### config.mk
export PLATFORM = sky130hd
export DESIGN_NAME = weight_mem_arbiter_flat
export DESIGN_NICKNAME = d
export VERILOG_FILES = /design/src/rtl/weight_mem_arbiter_if.sv /design/src/rtl/weight_mem_arbiter.sv /design/src/flat_wrapper.sv
export SDC_FILE = /design/constraint.sdc
export NUM_CORES = 1
export LEC_CHECK = 0
export CELL_PAD_IN_SITES_DETAIL_PLACEMENT = 1
export CELL_PAD_IN_SITES_GLOBAL_PLACEMENT = 2
export CORE_MARGIN = 2
export CORE_UTILIZATION = 35
export DETAILED_ROUTE_END_ITERATION = 7
export HOLD_SLACK_MARGIN = 0.1
export PLACE_DENSITY_LB_ADDON = 0.1
export REMOVE_ABC_BUFFERS = 1
export SYNTH_ARGS = -nofsm -noshare
export SYNTH_HDL_FRONTEND = slang
export SYNTH_SLANG_ARGS = --single-unit
### constraint.sdc
create_clock -name clk -period 3.27 [get_ports clk]
set_input_delay 0.654 -clock clk [delete_from_list [all_inputs] [get_ports clk]]
set_output_delay 0.654 -clock clk [all_outputs]
set_load 0.02 [all_outputs]
### src/rtl/weight_mem_arbiter_if.sv
// Bundle of the host write channel, sequencer read channel and SRAM port
// seen by weight_mem_arbiter. The arbiter uses the slave modport.
interface weight_mem_arbiter_if #(
  parameter int AW = 12,
  parameter int DW = 16,
  parameter int CW = 3
);
  // Host channel: a write is transferred in every cycle with host_wvalid & host_wready;
  // cmp_req/cmp_addr stay stable until cmp_gnt, and cmp_rvalid follows cmp_gnt by one cycle.
  logic          host_wvalid;
  logic          host_wready;
  logic [AW-1:0] host_waddr;
  logic [DW-1:0] host_wdata;
  logic          cmp_req;
  logic [AW-1:0] cmp_addr;
  logic          cmp_gnt;
  logic          cmp_rvalid;
  logic [DW-1:0] cmp_rdata;
  logic          mem_en;
  logic          mem_we;
  logic [AW-1:0] mem_addr;
  logic [DW-1:0] mem_wdata;
  logic [DW-1:0] mem_rdata;
  logic [CW-1:0] buf_count;

  modport slave (
    input  host_wvalid, host_waddr, host_wdata, cmp_req, cmp_addr, mem_rdata,
    output host_wready, cmp_gnt, cmp_rvalid, cmp_rdata,
    output mem_en, mem_we, mem_addr, mem_wdata, buf_count
  );

  modport master (
    output host_wvalid, host_waddr, host_wdata, cmp_req, cmp_addr, mem_rdata,
    input  host_wready, cmp_gnt, cmp_rvalid, cmp_rdata,
    input  mem_en, mem_we, mem_addr, mem_wdata, buf_count
  );
endinterface

### src/rtl/weight_mem_arbiter.sv
// Shares the single-port weight SRAM between buffered host writes and sequencer
// reads; reads win unless the buffer has waited MAX_WAIT cycles. Forwards buffered data.
module weight_mem_arbiter #(
  parameter int AW       = 12,
  parameter int DW       = 16,
  parameter int DEPTH    = 4,
  parameter int MAX_WAIT = 8
) (
  input  logic                clk,
  input  logic                rst,
  weight_mem_arbiter_if.slave bus
);
  localparam int PW = $clog2(DEPTH);
  localparam int CW = PW + 1;
  localparam int WW = $clog2(MAX_WAIT + 1);

  logic [AW-1:0] addr_q [DEPTH];
  logic [DW-1:0] data_q [DEPTH];
  logic [PW-1:0] wr_ptr_q, rd_ptr_q;
  logic [CW-1:0] count_q;
  logic [WW-1:0] wait_q;
  logic          rvalid_q, fwd_q;
  logic [DW-1:0] fwd_data_q;

  logic          empty, full, push, force_drain, gnt, drain;
  logic          fwd_hit;
  logic [DW-1:0] fwd_data;
  logic [PW-1:0] idx;

  assign empty       = (count_q == '0);
  assign full        = (count_q == CW'(DEPTH));
  assign push        = bus.host_wvalid & bus.host_wready;
  assign force_drain = (wait_q == WW'(MAX_WAIT)) & ~empty;
  assign gnt         = bus.cmp_req & ~force_drain & ~rst;
  assign drain       = ~empty & ~gnt & ~rst;

  assign bus.host_wready = ~rst & ~full;
  assign bus.cmp_gnt     = gnt;
  assign bus.buf_count   = count_q;
  assign bus.cmp_rvalid  = rvalid_q & ~rst;
  assign bus.cmp_rdata   = rst ? '0 : (fwd_q ? fwd_data_q : bus.mem_rdata);

  always_comb begin
    bus.mem_en    = 1'b0;
    bus.mem_we    = 1'b0;
    bus.mem_addr  = '0;
    bus.mem_wdata = '0;
    if (gnt) begin
      bus.mem_en   = 1'b1;
      bus.mem_addr = bus.cmp_addr;
    end else if (drain) begin
      bus.mem_en    = 1'b1;
      bus.mem_we    = 1'b1;
      bus.mem_addr  = addr_q[rd_ptr_q];
      bus.mem_wdata = data_q[rd_ptr_q];
    end
  end

  // Walk oldest to youngest so the last match (youngest write) wins.
  always_comb begin
    fwd_hit  = 1'b0;
    fwd_data = '0;
    idx      = '0;
    for (int i = 0; i < DEPTH; i++) begin
      idx = rd_ptr_q + PW'(i);
      if ((CW'(i) < count_q) && (addr_q[idx] == bus.cmp_addr)) begin
        fwd_hit  = 1'b1;
        fwd_data = data_q[idx];
      end
    end
  end

  always_ff @(posedge clk) begin
    if (push) begin
      addr_q[wr_ptr_q] <= bus.host_waddr;
      data_q[wr_ptr_q] <= bus.host_wdata;
    end
  end

  always_ff @(posedge clk) begin
    if (rst) begin
      wr_ptr_q   <= '0;
      rd_ptr_q   <= '0;
      count_q    <= '0;
      wait_q     <= '0;
      rvalid_q   <= 1'b0;
      fwd_q      <= 1'b0;
      fwd_data_q <= '0;
    end else begin
      if (push)  wr_ptr_q <= wr_ptr_q + 1'b1;
      if (drain) rd_ptr_q <= rd_ptr_q + 1'b1;
      case ({push, drain})
        2'b10:   count_q <= count_q + 1'b1;
        2'b01:   count_q <= count_q - 1'b1;
        default: count_q <= count_q;
      endcase
      if (drain || empty)            wait_q <= '0;
      else if (wait_q != WW'(MAX_WAIT)) wait_q <= wait_q + 1'b1;
      rvalid_q   <= gnt;
      fwd_q      <= gnt & fwd_hit;
      fwd_data_q <= fwd_data;
    end
  end
endmodule

### src/flat_wrapper.sv
// flat-port wrapper written by rule: the top's interface ports become plain ports
module weight_mem_arbiter_flat 
#(
  parameter int AW       = 12,
  parameter int DW       = 16,
  parameter int DEPTH    = 4,
  parameter int MAX_WAIT = 8
)
  (clk, rst, bus_host_wvalid, bus_host_waddr, bus_host_wdata, bus_cmp_req, bus_cmp_addr, bus_mem_rdata, bus_host_wready, bus_cmp_gnt, bus_cmp_rvalid, bus_cmp_rdata, bus_mem_en, bus_mem_we, bus_mem_addr, bus_mem_wdata, bus_buf_count);
  weight_mem_arbiter_if #(.AW(AW), .DW(DW), .CW((3))) bus_i ();
  input  logic clk;
  input  logic rst;
  input wire logic [$bits(bus_i.host_wvalid)-1:0] bus_host_wvalid;
  input wire logic [$bits(bus_i.host_waddr)-1:0] bus_host_waddr;
  input wire logic [$bits(bus_i.host_wdata)-1:0] bus_host_wdata;
  input wire logic [$bits(bus_i.cmp_req)-1:0] bus_cmp_req;
  input wire logic [$bits(bus_i.cmp_addr)-1:0] bus_cmp_addr;
  input wire logic [$bits(bus_i.mem_rdata)-1:0] bus_mem_rdata;
  output wire logic [$bits(bus_i.host_wready)-1:0] bus_host_wready;
  output wire logic [$bits(bus_i.cmp_gnt)-1:0] bus_cmp_gnt;
  output wire logic [$bits(bus_i.cmp_rvalid)-1:0] bus_cmp_rvalid;
  output wire logic [$bits(bus_i.cmp_rdata)-1:0] bus_cmp_rdata;
  output wire logic [$bits(bus_i.mem_en)-1:0] bus_mem_en;
  output wire logic [$bits(bus_i.mem_we)-1:0] bus_mem_we;
  output wire logic [$bits(bus_i.mem_addr)-1:0] bus_mem_addr;
  output wire logic [$bits(bus_i.mem_wdata)-1:0] bus_mem_wdata;
  output wire logic [$bits(bus_i.buf_count)-1:0] bus_buf_count;
  assign bus_i.host_wvalid = bus_host_wvalid;
  assign bus_i.host_waddr = bus_host_waddr;
  assign bus_i.host_wdata = bus_host_wdata;
  assign bus_i.cmp_req = bus_cmp_req;
  assign bus_i.cmp_addr = bus_cmp_addr;
  assign bus_i.mem_rdata = bus_mem_rdata;
  assign bus_host_wready = bus_i.host_wready;
  assign bus_cmp_gnt = bus_i.cmp_gnt;
  assign bus_cmp_rvalid = bus_i.cmp_rvalid;
  assign bus_cmp_rdata = bus_i.cmp_rdata;
  assign bus_mem_en = bus_i.mem_en;
  assign bus_mem_we = bus_i.mem_we;
  assign bus_mem_addr = bus_i.mem_addr;
  assign bus_mem_wdata = bus_i.mem_wdata;
  assign bus_buf_count = bus_i.buf_count;
  weight_mem_arbiter #(.AW(AW), .DW(DW), .DEPTH(DEPTH), .MAX_WAIT(MAX_WAIT)) u_core (.clk(clk), .rst(rst), .bus(bus_i));
endmodule
==> summary.md, run 1 <==
| Metric | Value |
|---|---|
| Outcome | `finished clean` |
| Cell count after synthesis | `701` |
| Unrepaired setup endpoints after global routing | `false` |
| Grt ovf | `0` |
| Finished layout cell area | `11,100 um2` |
| Crit path capture | `bus_mem_addr[0]` |
| Power per cell area | `446 nW/um2` |
| Largest net degree at the start of global routing | `76` |
| Fmax | `328 MHz` |
| Post-Syn Area | `8760 um2` |
| Die Footprint | `26,300 um2` |
| Clk_lat worst skew | `0.43 ns` |
| Final hold vios | `0` |
| CP startpoint kind | `register` |
| Top Ports | `112` |
| CTS root buf | `clkbuf_16` |
| Relative slew slack | `42.9%` |
| Most common cell after layout, fill and taps aside | `edfxtp_1` |
| Slew @ Worst Pin | `0.857 ns` |
| Number of setup violations in the final report | `0` |
| GRT Util Overall | `20.6%` |
| Core ar. | `24,500 um2` |
| Reg-to-reg startpoint | `u_core.rd_ptr_q[1]` |
| CTS Buffer Depth | `2` |
| Seq/Total Area, Yosys | `45.5%` |
| Ratio of cells with drive above 1 in the final layout | `20.8%` |
| Die W | `162 um` |
| Vias in the first global route | `6,958` |
| Pre-CTS setup slack | `-0.0580 ns` |
| GR Layer Usage met1 | `27.7%` |
| Drt first pass iters | `4` |
| Non-Filler Instances | `1,166` |
| Placed cells | `1,132` |
| Final Core Density | `45.5%` |
| Synth Area per Inst | `12.5 um2` |
| Average wire per standard cell | `22.7 um` |
| Syn-to-layout area delta | `27.0%` |
| Worst r2r path cells | `8` |
| Num CTS Buffers | `17` |
| Critical Path AT | `2.39 ns` |
| Leakage power | `3.72 nW` |
| Cts hold-fix bufs | `0` |
| Final worst slack | `0.221 ns` |
| Yosys Warn Count | `0` |
| Vias per cell | `5.64` |
| R2R Path End | `u_core.fwd_data_q[6]` |
| Residual DRC | `0` |
| DPL Wire Length | `18.0 mm` |
| Count of pins over their slew limit | `0` |
| Routed wire length | `26.5 mm` |
| Nets | `900` |
| Yosys cell types | `48` |
| Final period util | `93.2%` |
| Most frequent cells in the layout | `edfxtp_1, clkdlybuf4s50_1, mux2i_1` |
| Max_cap viols | `0` |
| Maximum net fanout on the critical path | `11` |
| Critical path class | `register to output port` |
| Floorplan row count | `57` |
| Via count | `6,571` |
| CTS tree | `built` |
| FF+latch count, synth | `143` |
| FF+latch area | `3990 um2` |
| Tightest Hold Check Type | `register to register` |
| Final min period | `3.05 ns` |
| R2R setup slack | `0.27 ns` |
| Crit. Startpoint | `u_core.bus.buf_count[1]` |
| Post-DP Area | `10,600 um2` |
| Fin Setup TNS | `0 ns` |
| # fillers | `2,545` |
| Ys flop type | `edfxtp_1` |
| Inserted Diodes | `0` |
| Die H | `162 um` |
| First-pass GRT wire length | `41.0 mm` |
| Clock transition at the registers of the reported paths | `0.06 ns` |
| Initial antenna violation count | `0` |
| Worst IR Drop VDD | `0.307 mV` |
| Multi-input gate area | `4390 um2` |
| CP endpoint kind | `output port` |
| WP data required | `2.62 ns` |
| Initial Util | `35.8%` |
| Post-synth EDFFs | `112` |
| GR Layer Usage met3 | `4.09%` |
| Clock Skews | `0.0112 ns` |
| H-tree depth | `4` |
| M2 GR Usage | `34.1%` |
| Port bufs | `111` |
| Antenna-violating nets left | `0` |
| Async set-reset flop share out of synthesis | `0%` |
| Initial DRC Count | `349` |
| CTS sink cnt | `143` |
| Global route hottest layer | `met2` |
| Gpl congestion | `0.831` |
-- what timing repair did --
action,CTS,global route
setup buffers,0,2
endpoints found under the setup margin,28,2
endpoints found under the hold margin,0,0
gates resized for setup,28,1
-- layout make-up --
cell class | count | share of cell area [%]
multi-input cells | 468 | 39.4
flip-flops and latches | 143 | 35.9
repair buffers | 172 | 14.9
clock buffers | 19 | 3.89
well taps | 324 | 3.64
clock inverters | 13 | 1.27
inverters | 27 | 0.911
-- worst min-delay path by stage --
stage,depth (start not counted),end,start,slack [ns]
finish,1,u_core.wait_q[0],u_core.wait_q[0],0.46
global route,1,u_core.wait_q[0],u_core.wait_q[0],0.52
CTS,1,u_core.wait_q[0],u_core.wait_q[0],0.48
detailed placement,1,u_core.wait_q[0],u_core.wait_q[0],0.46
global placement,1,u_core.wait_q[0],u_core.wait_q[0],0.44
floorplan,1,u_core.wait_q[0],u_core.wait_q[0],0.43
-- worst max-delay path, stage by stage, from the launching register on --
cell	delay [ns]
dfxtp_1	0.34
inv_1	0.11
ha_1	0.23
nor2b_1	0.15
a211o_1	0.30
clkinv_1	0.07
buf_4	0.20
a32o_1	0.22
dlygate4sd2_1	0.34
-- synth_stat cells (15+ instances only) --
cell / instances / area (um2)
dfxtp_1: 31 / 621
inv_1: 26 / 97.6
xor2_1: 27 / 236
a21oi_1: 23 / 115
nand2_1: 28 / 105
a31oi_1: 17 / 106
xnor2_1: 34 / 298
o221ai_1: 18 / 158
and2_1: 17 / 106
o211ai_1: 17 / 128
nor2_1: 47 / 176
buf_1: 15 / 56.3
edfxtp_1: 112 / 3360
clkbuf_1: 34 / 128
nor4_1: 17 / 106
mux2_2: 20 / 225
mux2i_1: 69 / 691
mux4_2: 59 / 1330
-- kinds of logic (layout without fill, tap and decap cells) --
logic type | count (synthesis) | in the layout | synth area share, %
muxes | 148 | 148 | 25.6
and+or+nand+nor | 144 | 144 | 8.25
DFF | 143 | 143 | 45.5
AOI/OAI and AO/OA | 104 | 104 | 8.42
buffers and inverters | 90 | 231 | 4.53
xor gates and xnor gates | 61 | 61 | 6.10
adders and majority gates | 11 | 11 | 1.57
-- sequential cells by signal (all words and copies together), names as in the netlist, named ones only --
register / count
u_core.addr_q: 48
u_core.rd_ptr_q: 2
u_core.fwd_data_q: 16
u_core.data_q: 64
u_core.bus.buf_count: 3
u_core.fwd_q: 1
u_core.wait_q: 4
u_core.rvalid_q: 1
u_core.wr_ptr_q: 2
-- power by group --
part	internal (mW)	leakage, nW	switching (mW)
clock network	1.12	0.263	0.785
registers	2.02	1.27	0.0416
logic	0.474	2.19	0.520
-- metal layers --
metal | part of all wire [%] | vias up
met3 | 4.6 | 44
li1 | - | 2961
met5 | 0 | -
met1 | 46 | 3385
met4 | 1.6 | 0
met2 | 48 | 181
-- per-stage QoR --
step | hold slack, ns | total power [mW]
5_1_grt | 0.520 | 5.16
3_3_place_gp | 0.438 | 3.09
3_5_place_dp | 0.460 | 3.11
6_report | 0.465 | 4.96
4_1_cts | 0.477 | 5.00
2_1_floorplan | 0.430 | 2.67
(Power assumes the default switching activity.)
==> run 2, diff against run 1 <==
ABC_AREA = 1   (was unset)
CORE_UTILIZATION = 29   (was 35)
==> run 2 against run 1 <==
  * Core utilization down 8.6 points
  * Sequential share of layout area is 3.7 points lower
  * Clock-buffer cell count is 3 higher
  * Critical path depth is 1 higher
  * Synthesized area rose by 13%
  * Worst setup slack got worse by 0.050 ns
  * Combinational power increased by 50%
  * Highest routed layer unchanged
==> summary.md, run 2 <==
| Metric | Value |
|---|---|
| Leakage power | `5.66 nW (was 3.72 nW)` |
| Routed wire length | `41.3 mm (was 26.5 mm)` |
| Ys flop type | `edfxtp_1 (unchanged)` |
| Residual DRC | `0 (unchanged)` |
| Top flop regs | `u_core.data_q x64, u_core.addr_q x48, u_core.fwd_data_q x16 (unchanged)` |
| Max FFs per register | `64 (unchanged)` |
| Slowest-stage cell, CP | `dfxtp_1 (unchanged)` |
| Syn-to-layout area delta | `24.8% (was 27.0%)` |
| Initial DRC Count | `677 (was 349)` |
| Cell count after synthesis | `1,488 (was 701)` |
| Tightest Hold Check Type | `register to register (unchanged)` |
| Slew @ Worst Pin | `0.790 ns (was 0.857 ns)` |
| Seq/Total Area, Yosys | `40.1% (was 45.5%)` |
| CTS Buffer Depth | `2 (unchanged)` |
| CP peak stage delay | `0.40 ns (was 0.34 ns)` |
| Port bufs | `111 (unchanged)` |
| Postcts setup bufs | `0 (unchanged)` |
| # fillers | `4,236 (was 2,545)` |
| Yosys Warn Count | `0 (unchanged)` |
| Async set-reset flop share out of synthesis | `0% (unchanged)` |
| Num CTS Buffers | `17 (unchanged)` |
| Top reg by flops | `u_core.data_q (unchanged)` |
| GR Layer Usage met1 | `33.4% (was 27.7%)` |
| CTS sink cnt | `143 (unchanged)` |
| Cts hold-fix bufs | `0 (unchanged)` |
| DPL Wire Length | `28.7 mm (was 18.0 mm)` |
| Outcome | `finished clean (unchanged)` |
| Commonest cells post-synth | `nand2_1, nor2_1, inv_1, nand3_1, edfxtp_1 (was edfxtp_1, mux2i_1, mux4_2, nor2_1)` |
| Antenna-violating nets left | `0 (unchanged)` |
| Via count | `10,300 (was 6,571)` |
| Floorplan row count | `67 (was 57)` |
| Most common cell after layout, fill and taps aside | `nand2_1 (was edfxtp_1)` |
| Clock Skews | `0.0126 ns (was 0.0112 ns)` |
| Die W | `189 um (was 162 um)` |
| Largest net degree at the start of global routing | `88 (was 76)` |
| Post-Syn Area | `9930 um2 (was 8760 um2)` |
| Top Ports | `112 (unchanged)` |
| CTS root buf | `clkbuf_16 (unchanged)` |
| Unrepaired setup endpoints after global routing | `false (unchanged)` |
| H-tree depth | `4 (unchanged)` |
| Die Footprint | `35,700 um2 (was 26,300 um2)` |
| GRT Util Overall | `23.8% (was 20.6%)` |
| Final Core Density | `36.8% (was 45.5%)` |
| Grt ovf | `0 (unchanged)` |
| Worst IR Drop VDD | `0.419 mV (was 0.307 mV)` |
| Average wire per standard cell | `20.1 um (was 22.7 um)` |
| First-pass GRT wire length | `63.3 mm (was 41.0 mm)` |
| Count of pins over their slew limit | `0 (unchanged)` |
| Drt first pass iters | `5 (was 4)` |
| Vias per cell | `4.99 (was 5.64)` |
| Top cell type's share of synthesized area | `33.9% (was 38.4%)` |
| Fmax | `323 MHz (was 328 MHz)` |
| Post-synth EDFFs | `112 (unchanged)` |
| Clock transition at the registers of the reported paths | `0.06 ns (about the same)` |
| CTS tree | `built (unchanged)` |
| Nets | `1,666 (was 900)` |
| Most frequent cell on the critical path | `nand2_1` |
| Max_cap viols | `0 (unchanged)` |
| CP endpoint kind | `output port (unchanged)` |
| GR Layer Usage met3 | `4.41% (was 4.09%)` |
| Final min period | `3.10 ns (was 3.05 ns)` |
| Core ar. | `33,600 um2 (was 24,500 um2)` |
| Most frequent cells in the layout | `nand2_1, inv_1, nor2_1 (was edfxtp_1, clkdlybuf4s50_1, mux2i_1)` |
| Critical Path AT | `2.44 ns (was 2.39 ns)` |
| Clk_lat worst skew | `0.45 ns (was 0.43 ns)` |
| Gpl congestion | `0.833 (was 0.831)` |
| Initial antenna violation count | `1 (was 0)` |
| Yosys cell types | `31 (was 48)` |
| Final hold vios | `0 (unchanged)` |
| Relative slew slack | `47.3% (was 42.9%)` |
| M2 GR Usage | `37.9% (was 34.1%)` |
| CP startpoint kind | `register (unchanged)` |
| Finished layout cell area | `12,400 um2 (was 11,100 um2)` |
| Critical path class | `register to output port (unchanged)` |
| WP data required | `2.62 ns (about the same)` |
| Post-DP Area | `11,800 um2 (was 10,600 um2)` |
| Final total power | `5.57 mW (was 4.96 mW)` |
| Die H | `189 um (was 162 um)` |
| Ratio of cells with drive above 1 in the final layout | `6.59% (was 20.8%)` |
| Maximum net fanout on the critical path | `18 (was 11)` |
| Power per cell area | `450 nW/um2 (was 446 nW/um2)` |
| Top cells by area, synth | `edfxtp_1, nand2_1, nand3_1 (was edfxtp_1, mux4_2, mux2i_1)` |
| FF+latch count, synth | `143 (unchanged)` |
| Global route hottest layer | `met2 (unchanged)` |
| Post-synth top area cell | `edfxtp_1 (unchanged)` |
| Hold slack | `0.502 ns (was 0.465 ns)` |
| Number of setup violations in the final report | `0 (unchanged)` |
| Inserted Diodes | `0 (unchanged)` |
| Vias in the first global route | `10,400 (was 6,958)` |
| Most common cell in the netlist | `nand2_1 (was edfxtp_1)` |
| Worst path cell trace | `inv_1, ha_1, nand2_1, nand2_1, nand2_1, nand3_2, buf_12, o22ai_1, dlygate4sd2_1 (was inv_1, ha_1, nor2b_1, a211o_1, clkinv_1, buf_4, a32o_1, dlygate4sd2_1)` |
| Synth Area per Inst | `6.67 um2 (was 12.5 um2)` |
| Initial Util | `29.5% (was 35.8%)` |
| Final period util | `94.8% (was 93.2%)` |
## run 2: layout make-up
type	count	area, um2	share of cell area, %
tap	448	561	4.53
inverter	156	586	4.73
sequential	143	3990	32.2
multi-input combinational	1116	5050	40.7
clock buffer	22	517	4.17
timing repair buffer	161	1590	12.8
clock inverter	10	96.3	0.778
## run 2: critical path, delay by kind of cell, from the launching register on
kind / cells / cell delay (ns)
fa+ha+maj: 1 / 0.22
simple gates: 4 / 0.45
compound gates: 1 / 0.24
flops: 1 / 0.40
buf+inv: 3 / 0.68
## run 2: what timing repair did
item	4_1_cts	5_1_grt
gates resized for setup	30	3
endpoints found under the setup margin	29	15
gates cloned	0	0
pin swaps	0	0
## run 2: per-layer routing
layer | part of all wire [%] | vias to the layer above
met3 | 4.3 | 30
li1 | - | 5049
met1 | 49 | 4978
met4 | 1.2 | 0
met2 | 46 | 194
met5 | 0 | -
## run 2: path summary, 6_finish.rpt
| check | start | end | slack, ns | cells after the start |
|---|---|---|---|---|
| worst max register to register | u_core.rd_ptr_q[0] | u_core.fwd_data_q[1] | 0.37 | 14 |
| worst min-delay path | u_core.wait_q[0] | u_core.wait_q[0] | 0.50 | 2 |
| worst min register to register | u_core.wait_q[0] | u_core.wait_q[0] | 0.50 | 2 |
| worst max-delay path | u_core.bus.buf_count[1] | bus_mem_addr[4] | 0.17 | 9 |
## run 2: cells by family after synthesis
kind of cell	synth area share (%)
simple gates	36.5
xor+xnor	0.265
buf+inv	9.44
flops	40.1
fa+ha+maj	1.39
compound gates	12.3
## run 2: where the power goes
| part | internal (mW) | switching [mW] |
|---|---|---|
| Combinational | 0.492 | 0.999 |
| Sequential | 2.01 | 0.0422 |
| Clock | 1.20 | 0.830 |
## run 2: per-stage QoR
stage / cells / setup WS [ns] / TNS [ns]
floorplan: 1415 / -1.56 / -27.28
global placement: 2024 / 0.132 / 0
detailed placement: 2024 / 0.121 / 0
CTS: 2056 / 0.0367 / 0
global route: 2056 / 0.00891 / 0
finish: 2056 / 0.171 / 0
==> run 3, diff against run 2 <==
GPL_TIMING_DRIVEN = 0   (was unset)
==> run 3 against run 2 <==
  * Power fell by 1.1%
  * Sequential power barely moved
  * Core utilization rose by 0.060 points
  * Wire length rose by 3.1%
  * Flip-flop and latch count did not move
  * Final area rose by 0.16%
  * Worst hold slack improved by 0.0029 ns
  * Combinational power barely moved
  * Clock-buffer cell count fell by 3
  * Critical endpoint is now bus_mem_addr[2]
  * Critical path depth rose by 1
  * Register-to-register slack got worse by 0.10 ns
  * Die area did not move
==> summary.md, run 3 (same netlist as run 2, synthesis figures left out) <==
| Metric | Value |
|---|---|
| Outcome | `finished clean (unchanged)` |
| Power per cell area | `445 nW/um2 (was 450 nW/um2)` |
| Most common cell after layout, fill and taps aside | `nand2_1 (unchanged)` |
| Final hold vios | `0 (unchanged)` |
| CP startpoint kind | `register (unchanged)` |
| Hold path depth | `2 (unchanged)` |
| Pre-CTS setup slack | `-2.24 ns (was 0.121 ns)` |
| Most frequent cells in the layout | `nand2_1, inv_1, nor2_1 (unchanged)` |
| Tightest Hold Check Type | `register to register (unchanged)` |
| Drt first pass iters | `5 (unchanged)` |
| Max_cap viols | `0 (unchanged)` |
| WP data required | `2.62 ns (about the same)` |
| CP endpoint kind | `output port (unchanged)` |
| First-pass GRT wire length | `64.1 mm (was 63.3 mm)` |
| Hold slack | `0.505 ns (was 0.502 ns)` |
| Gpl congestion | `0.826 (was 0.833)` |
| H-tree depth | `4 (unchanged)` |
| Die Footprint | `35,700 um2 (unchanged)` |
| Critical path class | `register to output port (unchanged)` |
| Top reg by flops | `u_core.data_q (unchanged)` |
| Antenna-violating nets left | `0 (unchanged)` |
| CTS sink cnt | `143 (unchanged)` |
| Vias per cell | `5.06 (was 4.99)` |
| Vias in the first global route | `10,500 (was 10,400)` |
| Core ar. | `33,600 um2 (unchanged)` |
| Maximum net fanout on the critical path | `5 (was 18)` |
| Top flop regs | `u_core.data_q x64, u_core.addr_q x48, u_core.fwd_data_q x16 (unchanged)` |
| Average wire per standard cell | `20.9 um (was 20.1 um)` |
| Nets | `1,647 (was 1,666)` |
| Initial Util | `29.5% (unchanged)` |
| Clk_lat worst skew | `0.44 ns (was 0.45 ns)` |
| Num CTS Buffers | `17 (unchanged)` |
| Grt ovf | `0 (unchanged)` |
| Fmax | `318 MHz (was 323 MHz)` |
| Ratio of cells with drive above 1 in the final layout | `7.18% (was 6.59%)` |
| Final period util | `96.3% (was 94.8%)` |
| Residual DRC | `0 (unchanged)` |
| Floorplan row count | `67 (unchanged)` |
| CTS tree | `built (unchanged)` |
| Leakage power | `5.59 nW (was 5.66 nW)` |
| Final worst slack | `0.121 ns (was 0.171 ns)` |
| Clock Skews | `0.0158 ns (was 0.0126 ns)` |
| Routed wire length | `42.5 mm (was 41.3 mm)` |
| Port bufs | `111 (unchanged)` |
| CTS Buffer Depth | `2 (unchanged)` |
| Critical Path AT | `2.49 ns (was 2.44 ns)` |
| DPL Wire Length | `27.4 mm (was 28.7 mm)` |
| Relative slew slack | `39.8% (was 47.3%)` |
| Final min period | `3.15 ns (was 3.10 ns)` |
| GRT Util Overall | `24.1% (was 23.8%)` |
| Syn-to-layout area delta | `25.0% (was 24.8%)` |
| Clock transition at the registers of the reported paths | `0.06 ns (about the same)` |
| Via count | `10,300 (about the same)` |
| Initial DRC Count | `612 (was 677)` |
| Worst r2r path cells | `11 (was 14)` |
| Unrepaired setup endpoints after global routing | `false (unchanged)` |
| Die H | `189 um (unchanged)` |
| Number of setup violations in the final report | `0 (unchanged)` |
| Initial antenna violation count | `0 (was 1)` |
| Die W | `189 um (unchanged)` |
| Max FFs per register | `64 (unchanged)` |
| Inserted Diodes | `0 (unchanged)` |
| Final Core Density | `36.9% (was 36.8%)` |
| # fillers | `4,185 (was 4,236)` |
| Count of pins over their slew limit | `0 (unchanged)` |
| Worst IR Drop VDD | `0.349 mV (was 0.419 mV)` |
| Slew @ Worst Pin | `0.902 ns (was 0.790 ns)` |
| Top Ports | `112 (unchanged)` |
| Largest net degree at the start of global routing | `70 (was 88)` |
| CTS root buf | `clkbuf_16 (unchanged)` |
run 3: worst max-delay path, stage by stage, from the launching register on:
cell and delay, ns:
dfxtp_2 0.35, inv_1 0.13, ha_1 0.22, nand2_2 0.11, nand2_1 0.10, nand2_2 0.10
nor2_4 0.18, clkinvlp_4 0.12, buf_4 0.17, o22ai_1 0.26, clkdlybuf4s15_2 0.32
run 3: timing repair:
| action | CTS | global route |
|---|---|---|
| hold buffers | 0 | 0 |
| pin swaps | 7 | 2 |
| gates resized for setup | 87 | 9 |
| gates cloned | 3 | 1 |
| endpoints found under the setup margin | 65 | 33 |
| setup buffers | 13 | 8 |
run 3: power breakdown:
part,total (mW),switching (mW),internal [mW]
Combinational,1.52,1.03,0.492
Clock,1.92,0.848,1.07
Sequential,2.07,0.0597,2.01
Total,5.52,1.94,3.57
run 3: area by class of cell:
cell class / count / area, um2 / area share (%)
clock inverters: 11 / 91.3 / 0.736
inverters: 156 / 626 / 5.04
flip-flops and latches: 143 / 4000 / 32.2
repair buffers: 139 / 1450 / 11.7
clock buffers: 19 / 453 / 3.65
multi-input cells: 1119 / 5230 / 42.1
well taps: 448 / 561 / 4.52
run 3: metrics by stage:
step           instance area (um2)  total power, mW  setup TNS (ns)  std cells
3_3_place_gp                 11200             3.51         -429.62       1974
2_1_floorplan                 9570             2.92          -27.28       1415
5_1_grt                      12400             5.78               0       2035
3_5_place_dp                 11400             3.53          -67.78       1980
6_report                     12400             5.52               0       2035
4_1_cts                      12300             5.53               0       2026
run 3: final timing paths:
kind	start	endpoint	slack, ns
worst max-delay path	u_core.bus.buf_count[0]	bus_mem_addr[2]	0.12
worst min-delay path	u_core.wait_q[0]	u_core.wait_q[0]	0.50
worst max register to register	u_core.rd_ptr_q[0]	u_core.fwd_data_q[9]	0.27
worst min register to register	u_core.wait_q[0]	u_core.wait_q[0]	0.50
run 3: layer usage:
metal	global-route usage (%)	routed length, um
met1	32.7	20000
met2	40.7	20300
met3	3.11	1650
met4	5.68	564
met5	0	0
